### src/rtl/uart_tx_pkg.sv
// Shared types and constants for the UART TX arbiter.
// The priority variant (UART_ARB_PRIO_EN) is handled entirely inside rr_arbiter.
package uart_tx_pkg;

  // Arbiter FSM states.
  typedef enum logic [2:0] {
    IDLE      = 3'd0,
    LOAD      = 3'd1,
    STROBE    = 3'd2,
    WAIT_BUSY = 3'd3,
    WAIT_DONE = 3'd4
  } arb_state_e;

  // Default frame payload width.
  localparam int UART_DATA_WIDTH = 8;

  // Width of the tx_busy-rise timeout counter.
  localparam int TMO_CNT_W = 4;

endpackage

### src/rtl/rr_arbiter.sv
// Combinational round-robin grant selection for the UART TX arbiter.
// Picks the first requesting source at or after rr_ptr_i, wrapping at NUM_REQ-1,
// and computes the pointer value to use once a grant has completed.
// Macro UART_ARB_PRIO_EN: source 0 becomes strict priority and does not move the
// pointer; sources 1..NUM_REQ-1 rotate among themselves.
module rr_arbiter #(
  parameter int NUM_REQ = 4,
  parameter int IDX_W   = $clog2(NUM_REQ)
) (
  input  logic [NUM_REQ-1:0] req_i,
  input  logic [IDX_W-1:0]   rr_ptr_i,
  input  logic [IDX_W-1:0]   done_idx_i,
  output logic [NUM_REQ-1:0] gnt_o,
  output logic [IDX_W-1:0]   gnt_idx_o,
  output logic [IDX_W-1:0]   ptr_next_o
);

  // One extra bit so rr_ptr + offset never overflows before the wrap compare.
  localparam int SW = IDX_W + 1;

  logic          found;
  logic [SW-1:0] sum;
  logic [IDX_W-1:0] idx;

  // Search starting at the pointer; first hit wins.
  always_comb begin
    gnt_o     = '0;
    gnt_idx_o = '0;
    found     = 1'b0;
    sum       = '0;
    idx       = '0;
`ifdef UART_ARB_PRIO_EN
    if (req_i[0]) begin
      gnt_o[0] = 1'b1;
      found    = 1'b1;
    end
`endif
    for (int k = 0; k < NUM_REQ; k++) begin
      sum = {1'b0, rr_ptr_i} + SW'(k);
      if (sum >= SW'(NUM_REQ)) begin
        sum = sum - SW'(NUM_REQ);
      end
      idx = sum[IDX_W-1:0];
`ifdef UART_ARB_PRIO_EN
      if (!found && (idx != '0) && req_i[idx]) begin
`else
      if (!found && req_i[idx]) begin
`endif
        found     = 1'b1;
        gnt_o[idx] = 1'b1;
        gnt_idx_o = idx;
      end
    end
  end

  // Pointer moves past the source that just finished (or timed out).
  always_comb begin
    ptr_next_o = rr_ptr_i;
`ifdef UART_ARB_PRIO_EN
    if (done_idx_i != '0) begin
`else
    begin
`endif
      if (done_idx_i == IDX_W'(NUM_REQ - 1)) begin
        ptr_next_o = '0;
      end else begin
        ptr_next_o = done_idx_i + IDX_W'(1);
      end
    end
  end

endmodule

### src/rtl/uart_tx_arbiter.sv
// Shares one UART transmitter between NUM_REQ byte sources.
// A grant captures the source byte, strobes it into the transmitter two cycles
// after the ack, then waits for tx_busy to rise and fall before the next grant.
// If tx_busy never rises within BUSY_TMO cycles the byte is dropped and tmo_err
// pulses. Macro UART_ARB_PRIO_EN (tested only in rr_arbiter) makes source 0
// strict priority.
//
// Handshake: a source holds req[i] high with stable data until it sees the
// one-cycle ack[i] pulse; the byte is captured on that ack. Dropping req[i]
// before ack simply withdraws the request. Toward the transmitter,
// tx_data_valid is a one-cycle strobe with tx_data already stable for a cycle,
// and tx_busy acts as the ready side: no grant is made while it is high.
module uart_tx_arbiter
  import uart_tx_pkg::*;
#(
  parameter int NUM_REQ    = 4,
  parameter int DATA_WIDTH = UART_DATA_WIDTH,
  parameter int BUSY_TMO   = 15
) (
  input  logic                          clk,
  input  logic                          rst,
  input  logic [NUM_REQ-1:0]            req,
  input  logic [NUM_REQ*DATA_WIDTH-1:0] req_data,
  output logic [NUM_REQ-1:0]            ack,
  output logic [DATA_WIDTH-1:0]         tx_data,
  output logic                          tx_data_valid,
  input  logic                          tx_busy,
  output logic                          arb_busy,
  output logic                          tmo_err,
  output arb_state_e                    dbg_state
);

  localparam int IDX_W = $clog2(NUM_REQ);
  localparam logic [TMO_CNT_W-1:0] TMO_LAST = TMO_CNT_W'(BUSY_TMO - 1);

  arb_state_e             state_q;
  logic [IDX_W-1:0]       rr_ptr_q;
  logic [IDX_W-1:0]       rr_ptr_d;
  logic [IDX_W-1:0]       g_q;
  logic [DATA_WIDTH-1:0]  tx_data_q;
  logic [NUM_REQ-1:0]     ack_q;
  logic                   valid_q;
  logic                   tmo_q;
  logic [TMO_CNT_W-1:0]   cnt_q;

  logic [NUM_REQ-1:0]     gnt;
  logic [IDX_W-1:0]       gnt_idx;

  rr_arbiter #(
    .NUM_REQ (NUM_REQ),
    .IDX_W   (IDX_W)
  ) u_rr (
    .req_i      (req),
    .rr_ptr_i   (rr_ptr_q),
    .done_idx_i (g_q),
    .gnt_o      (gnt),
    .gnt_idx_o  (gnt_idx),
    .ptr_next_o (rr_ptr_d)
  );

  // Arbiter FSM with registered ack / strobe / timeout pulses and data capture.
  always_ff @(posedge clk or negedge rst) begin
    if (!rst) begin
      state_q   <= IDLE;
      rr_ptr_q  <= '0;
      g_q       <= '0;
      tx_data_q <= '0;
      ack_q     <= '0;
      valid_q   <= 1'b0;
      tmo_q     <= 1'b0;
      cnt_q     <= '0;
    end else begin
      ack_q   <= '0;
      valid_q <= 1'b0;
      tmo_q   <= 1'b0;
      case (state_q)
        IDLE: begin
          if ((|req) && !tx_busy) begin
            tx_data_q <= req_data[int'(gnt_idx)*DATA_WIDTH +: DATA_WIDTH];
            ack_q     <= gnt;
            g_q       <= gnt_idx;
            state_q   <= LOAD;
          end
        end
        LOAD: begin
          state_q <= STROBE;
        end
        STROBE: begin
          valid_q <= 1'b1;
          cnt_q   <= '0;
          state_q <= WAIT_BUSY;
        end
        WAIT_BUSY: begin
          if (tx_busy) begin
            state_q <= WAIT_DONE;
          end else if (cnt_q == TMO_LAST) begin
            tmo_q    <= 1'b1;
            rr_ptr_q <= rr_ptr_d;
            state_q  <= IDLE;
          end else begin
            cnt_q <= cnt_q + 1'b1;
          end
        end
        WAIT_DONE: begin
          if (!tx_busy) begin
            rr_ptr_q <= rr_ptr_d;
            state_q  <= IDLE;
          end
        end
        default: begin
          state_q <= IDLE;
        end
      endcase
    end
  end

  assign ack           = ack_q;
  assign tx_data       = tx_data_q;
  assign tx_data_valid = valid_q;
  assign tmo_err       = tmo_q;
  assign arb_busy      = (state_q != IDLE);
  assign dbg_state     = state_q;

endmodule
### config.mk
export PLATFORM = sky130hd
export DESIGN_NAME = uart_tx_arbiter
export DESIGN_NICKNAME = d
export VERILOG_FILES = /design/src/rtl/uart_tx_pkg.sv /design/src/rtl/rr_arbiter.sv /design/src/rtl/uart_tx_arbiter.sv
export SDC_FILE = /design/constraint.sdc
export NUM_CORES = 1
export LEC_CHECK = 0
export BUFFER_PORTS_ARGS = -buffer_cell sky130_fd_sc_hd__buf_2
export CORE_ASPECT_RATIO = 1.5
export CORE_MARGIN = 5
export CORE_UTILIZATION = 25
export DETAILED_ROUTE_END_ITERATION = 16
export PLACE_DENSITY = 0.47
export SYNTH_ARGS = -nofsm -noshare
export SYNTH_HDL_FRONTEND = slang
export SYNTH_SLANG_ARGS = --single-unit
### constraint.sdc
create_clock -name clk -period 3.1 [get_ports clk]
set_input_delay 0.31 -clock clk [delete_from_list [all_inputs] [get_ports clk]]
set_output_delay 0.31 -clock clk [all_outputs]
set_load 0.02 [all_outputs]
==> run summary <==
The flow ran to the end, and the final reports show no timing, DRC or antenna violations. Dividing the detail-routed wire length by the instance count gives 14.5 um. The fraction of registers with async set or reset after synthesis is 100%, and the cell count after synthesis is 223. The congestion estimate from routability-driven global placement came to 0.825. The tools report the iteration-0 DRC count of the detailed router as 95. The post-detailed-route count of antenna-violating nets was 0; the transition at the pin with the smallest max-transition slack was 0.727 ns. In this run the static leakage power is 1.06 nW. The run gives 37 as the maximum number of pins on one net before global-route repair.

For this design, the slowest cell found on the critical path is ha_1. The element type at the critical path start was a flip-flop. The logs give 4 for the first-pass iteration count of the detailed router and 51.6% for the worst slew margin relative to its limit. The max-cap check violation count was 0. The worst setup skew after layout is 0.00298 ns, and the total global routing overflow is 0.

The wire length of the first global-routing pass is 8840 um, and the vertical extent of the die is 118 um. The logs give 2 for the maximum clock path buffer count and 1,850 for the count of vias placed by the detailed router. Setup repair after global routing left no endpoint under its margin. Time the worst path needs with I/O delays and setup: 2.80 ns.

During synthesis, Yosys emitted a total of 0 warnings. The path class of the tightest hold or removal check is input port to asynchronous set/reset pin. The worst path uses 90.4% of the clock period. The run gives 0 as the number of antenna violations at the first check in global routing.

The most critical setup path has its startpoint at rr_ptr_q[0]. The worst setup path is captured at a flip-flop. Combined global-route utilization of all metal layers: 11.4%. The number of antenna diodes in the final layout is 0. The root buffer cell chosen for the clock tree is clkbuf_16.

The final HPWL from detailed placement is 4250 um. In the final timing run, aggregate negative setup slack is 0 ns. The internal portion of the total power is 1.21 mW. Setup slack on the worst reg-to-reg path comes out at 0.30 ns. Summing all placed instances gives a cell area of 2310 um2.

The total power is 2.28 mW. The switching power came out at 1.07 mW. The signal on the critical path passes through inv_1, ha_1, mux4_2, nor2b_4, or2_1, a21o_1, mux2i_1, a211oi_1. The number of sinks driven by the clock tree was 25; the number of library cell types mapped by synthesis was 42. The data required time of the critical path came out at 3.20 ns.

The top cell type by area accounts for 32.3% of the synthesized area. In this run, CTS created clock tree buffers numbering 3. The number of endpoints with negative hold slack in the final report was 0. The x dimension of the die is 81.8 um. The area overhead of the layout relative to synthesis is 23.2%. During I/O placement, the number of pins put on the boundary was 57. The logs give 0 for the number of hold buffers added after cts and 7610 um2 for the area of the placeable core. After synthesis, the cell types taking the most area are dfrtp_1 32%, mux2i_1 8.3%, ha_1 6.5%, nand2_1 5.6%, nor2_1 5.4%. Measured on the finished design, the core utilization comes to 31.3%. Post-CTS timing repair inserted 0 buffers for setup. By count the netlist is led by 29 x nand2_1, 28 x nor2_1, 25 x dfrtp_1, 16 x mux2i_1, 10 x ha_1. The worst flop-to-flop path startpoint was rr_ptr_q[0]. The class of the most critical setup path is flip-flop to flip-flop. In this design, the stage delay of the slowest critical-path cell is 0.47 ns. The post-synthesis register bit count is 25. The clock network fraction of design power is 12.6%, and the number of nets in the layout is 323. Mean area per synthesized cell: 8.68 um2. Detailed-route wire length: 5440 um.

The top fanout value on the critical path was 10. The largest voltage drop on the vdd net was 0.305 mV; the net switching share of the total power was 47.0%. Counting flops with a built-in enable in the synthesized netlist gives 0. The die covers 9640 um2. After clock tree synthesis, the clock-pin slew on the worst setup and hold paths is 0.06 ns. The clock insertion delay at the later pin of the skew report was 0.26 ns; the residual DRC count was 0.

Data on the critical path arrives at its endpoint at 2.91 ns. The most used flip-flop cell after synthesis is dfrtp_1. The logs give 24.3% for the share of total power in sequential cells and 272 for the number of nets produced by synthesis.

The part of the Yosys area used for sequential elements was 32.3%. The worst register-to-register path ends at tx_data[4]. The power per standard cell area works out to 958 nW/um2.

The logs give 1940 um2 for the netlist area before placement and 1 for the depth of the CTS H-tree. The run gives 1,778 as the number of global-route vias before repair. The share of post-route cells with drive strength above 1 is 26.4%, and the number of failing setup endpoints in the final timing report is 0. The combinational share of power is 63.1%, and the cell area after layout is 2380 um2.

TritonCTS built the clock tree. The tools report the number of gates resized after cts as 0. Number of placement rows: 39. Once the floorplan was initialized, standard cells occupied 25.4% of the core. Dividing the detail-routed via count by the number of cells gives 4.93. The worst register-to-register path has a depth of 8. The most instantiated library cell after synthesis was nand2_1. For the number of pins exceeding their max-slew limit in the final report, the log shows 0. The count of buffers added on input and output ports is 56. The most area-hungry cell type in the Yosys netlist was dfrtp_1.

Maximum achievable frequency: 0.357 GHz.
[worst max-delay path: cells and delay by family (launching register included)]
| family | cells | cell delay, ns |
|---|---|---|
| DFF | 1 | 0.35 |
| buffers and inverters | 1 | 0.11 |
| adders and majority gates | 1 | 0.47 |
| AOI/OAI and AO/OA | 2 | 0.55 |
| and+or+nand+nor | 2 | 0.38 |
| muxes | 2 | 0.79 |
[cell type report]
cell class,instances,area [um2]
Tap cell,102,128
Clock buffer,4,78.8
Timing Repair Buffer,59,303
Inverter,5,18.8
Multi-Input combinational cell,180,1230
Sequential cell,25,626
Fill cell,841,5230
[power by group through the flow]
stage / Clock, mW / Combinational, mW / Sequential (mW)
2_1_floorplan: 0 / 1.01 / 0.651
3_3_place_gp: 0 / 1.45 / 0.562
3_5_place_dp: 0 / 1.45 / 0.560
4_1_cts: 0.294 / 1.45 / 0.555
5_1_grt: 0.305 / 1.60 / 0.575
6_report: 0.288 / 1.44 / 0.554
[layer usage]
metal	track usage (%)	routed length [um]	vias up
met1	14.4	2300	885
met3	1.15	255	4
met5	0	0	-
met4	3.43	57	0
met2	19.9	2830	46
li1	-	-	915
[cells by family after synthesis]
family	Yosys count	share of synthesized area [%]
flip-flops	25	32.3
buffers and inverters	18	4.07
adder cells (fa/ha/maj)	10	6.46
AND/OR/NAND/NOR	92	22.9
multiplexers	24	14.7
AO/OA/AOI/OAI	54	19.6
[registers in the layout, summed over array words and instances (netlist names)]
name           cells
cnt_q              4
tx_data            8
dbg_state          3
rr_ptr_q           2
g_q                2
ack                4
tmo_err            1
tx_data_valid      1
[cells in the final DEF (no fill, tap or decap), drive strengths merged, types with 3 or more instances in the layout]
cell     count
buf         59
nand2b       4
nor3         6
a21oi        8
a221oi       5
nand3        3
o22ai        3
nor2        29
dfrtp       25
a22oi        5
nand2       29
or3          3
a2111oi      7
ha          10
mux2         5
mux4         3
a211oi       9
mux2i       16
clkbuf       4
o21ai        8
and2         7
nor2b        3
inv          5
[worst max path at each step]
| stage | end | cells after the start | slack (ns) |
|---|---|---|---|
| after floorplan | tx_data[0] | 11 | 0.12 |
| after global placement | tx_data[4] | 8 | 0.37 |
| after detailed placement | tx_data[4] | 8 | 0.35 |
| after CTS | tx_data[4] | 8 | 0.32 |
| after global routing | tx_data[4] | 8 | 0.04 |
| final | tx_data[4] | 8 | 0.30 |
[metrics by stage]
step	std cells	hold slack [ns]	setup WS (ns)
6_report	375	0.0467	0.299
3_3_place_gp	371	0.349	0.367
4_1_cts	375	0.0714	0.324
5_1_grt	375	0.0981	0.0449
3_5_place_dp	371	0.348	0.346
2_1_floorplan	223	0.0144	0.117
(Power assumes the default switching activity.)
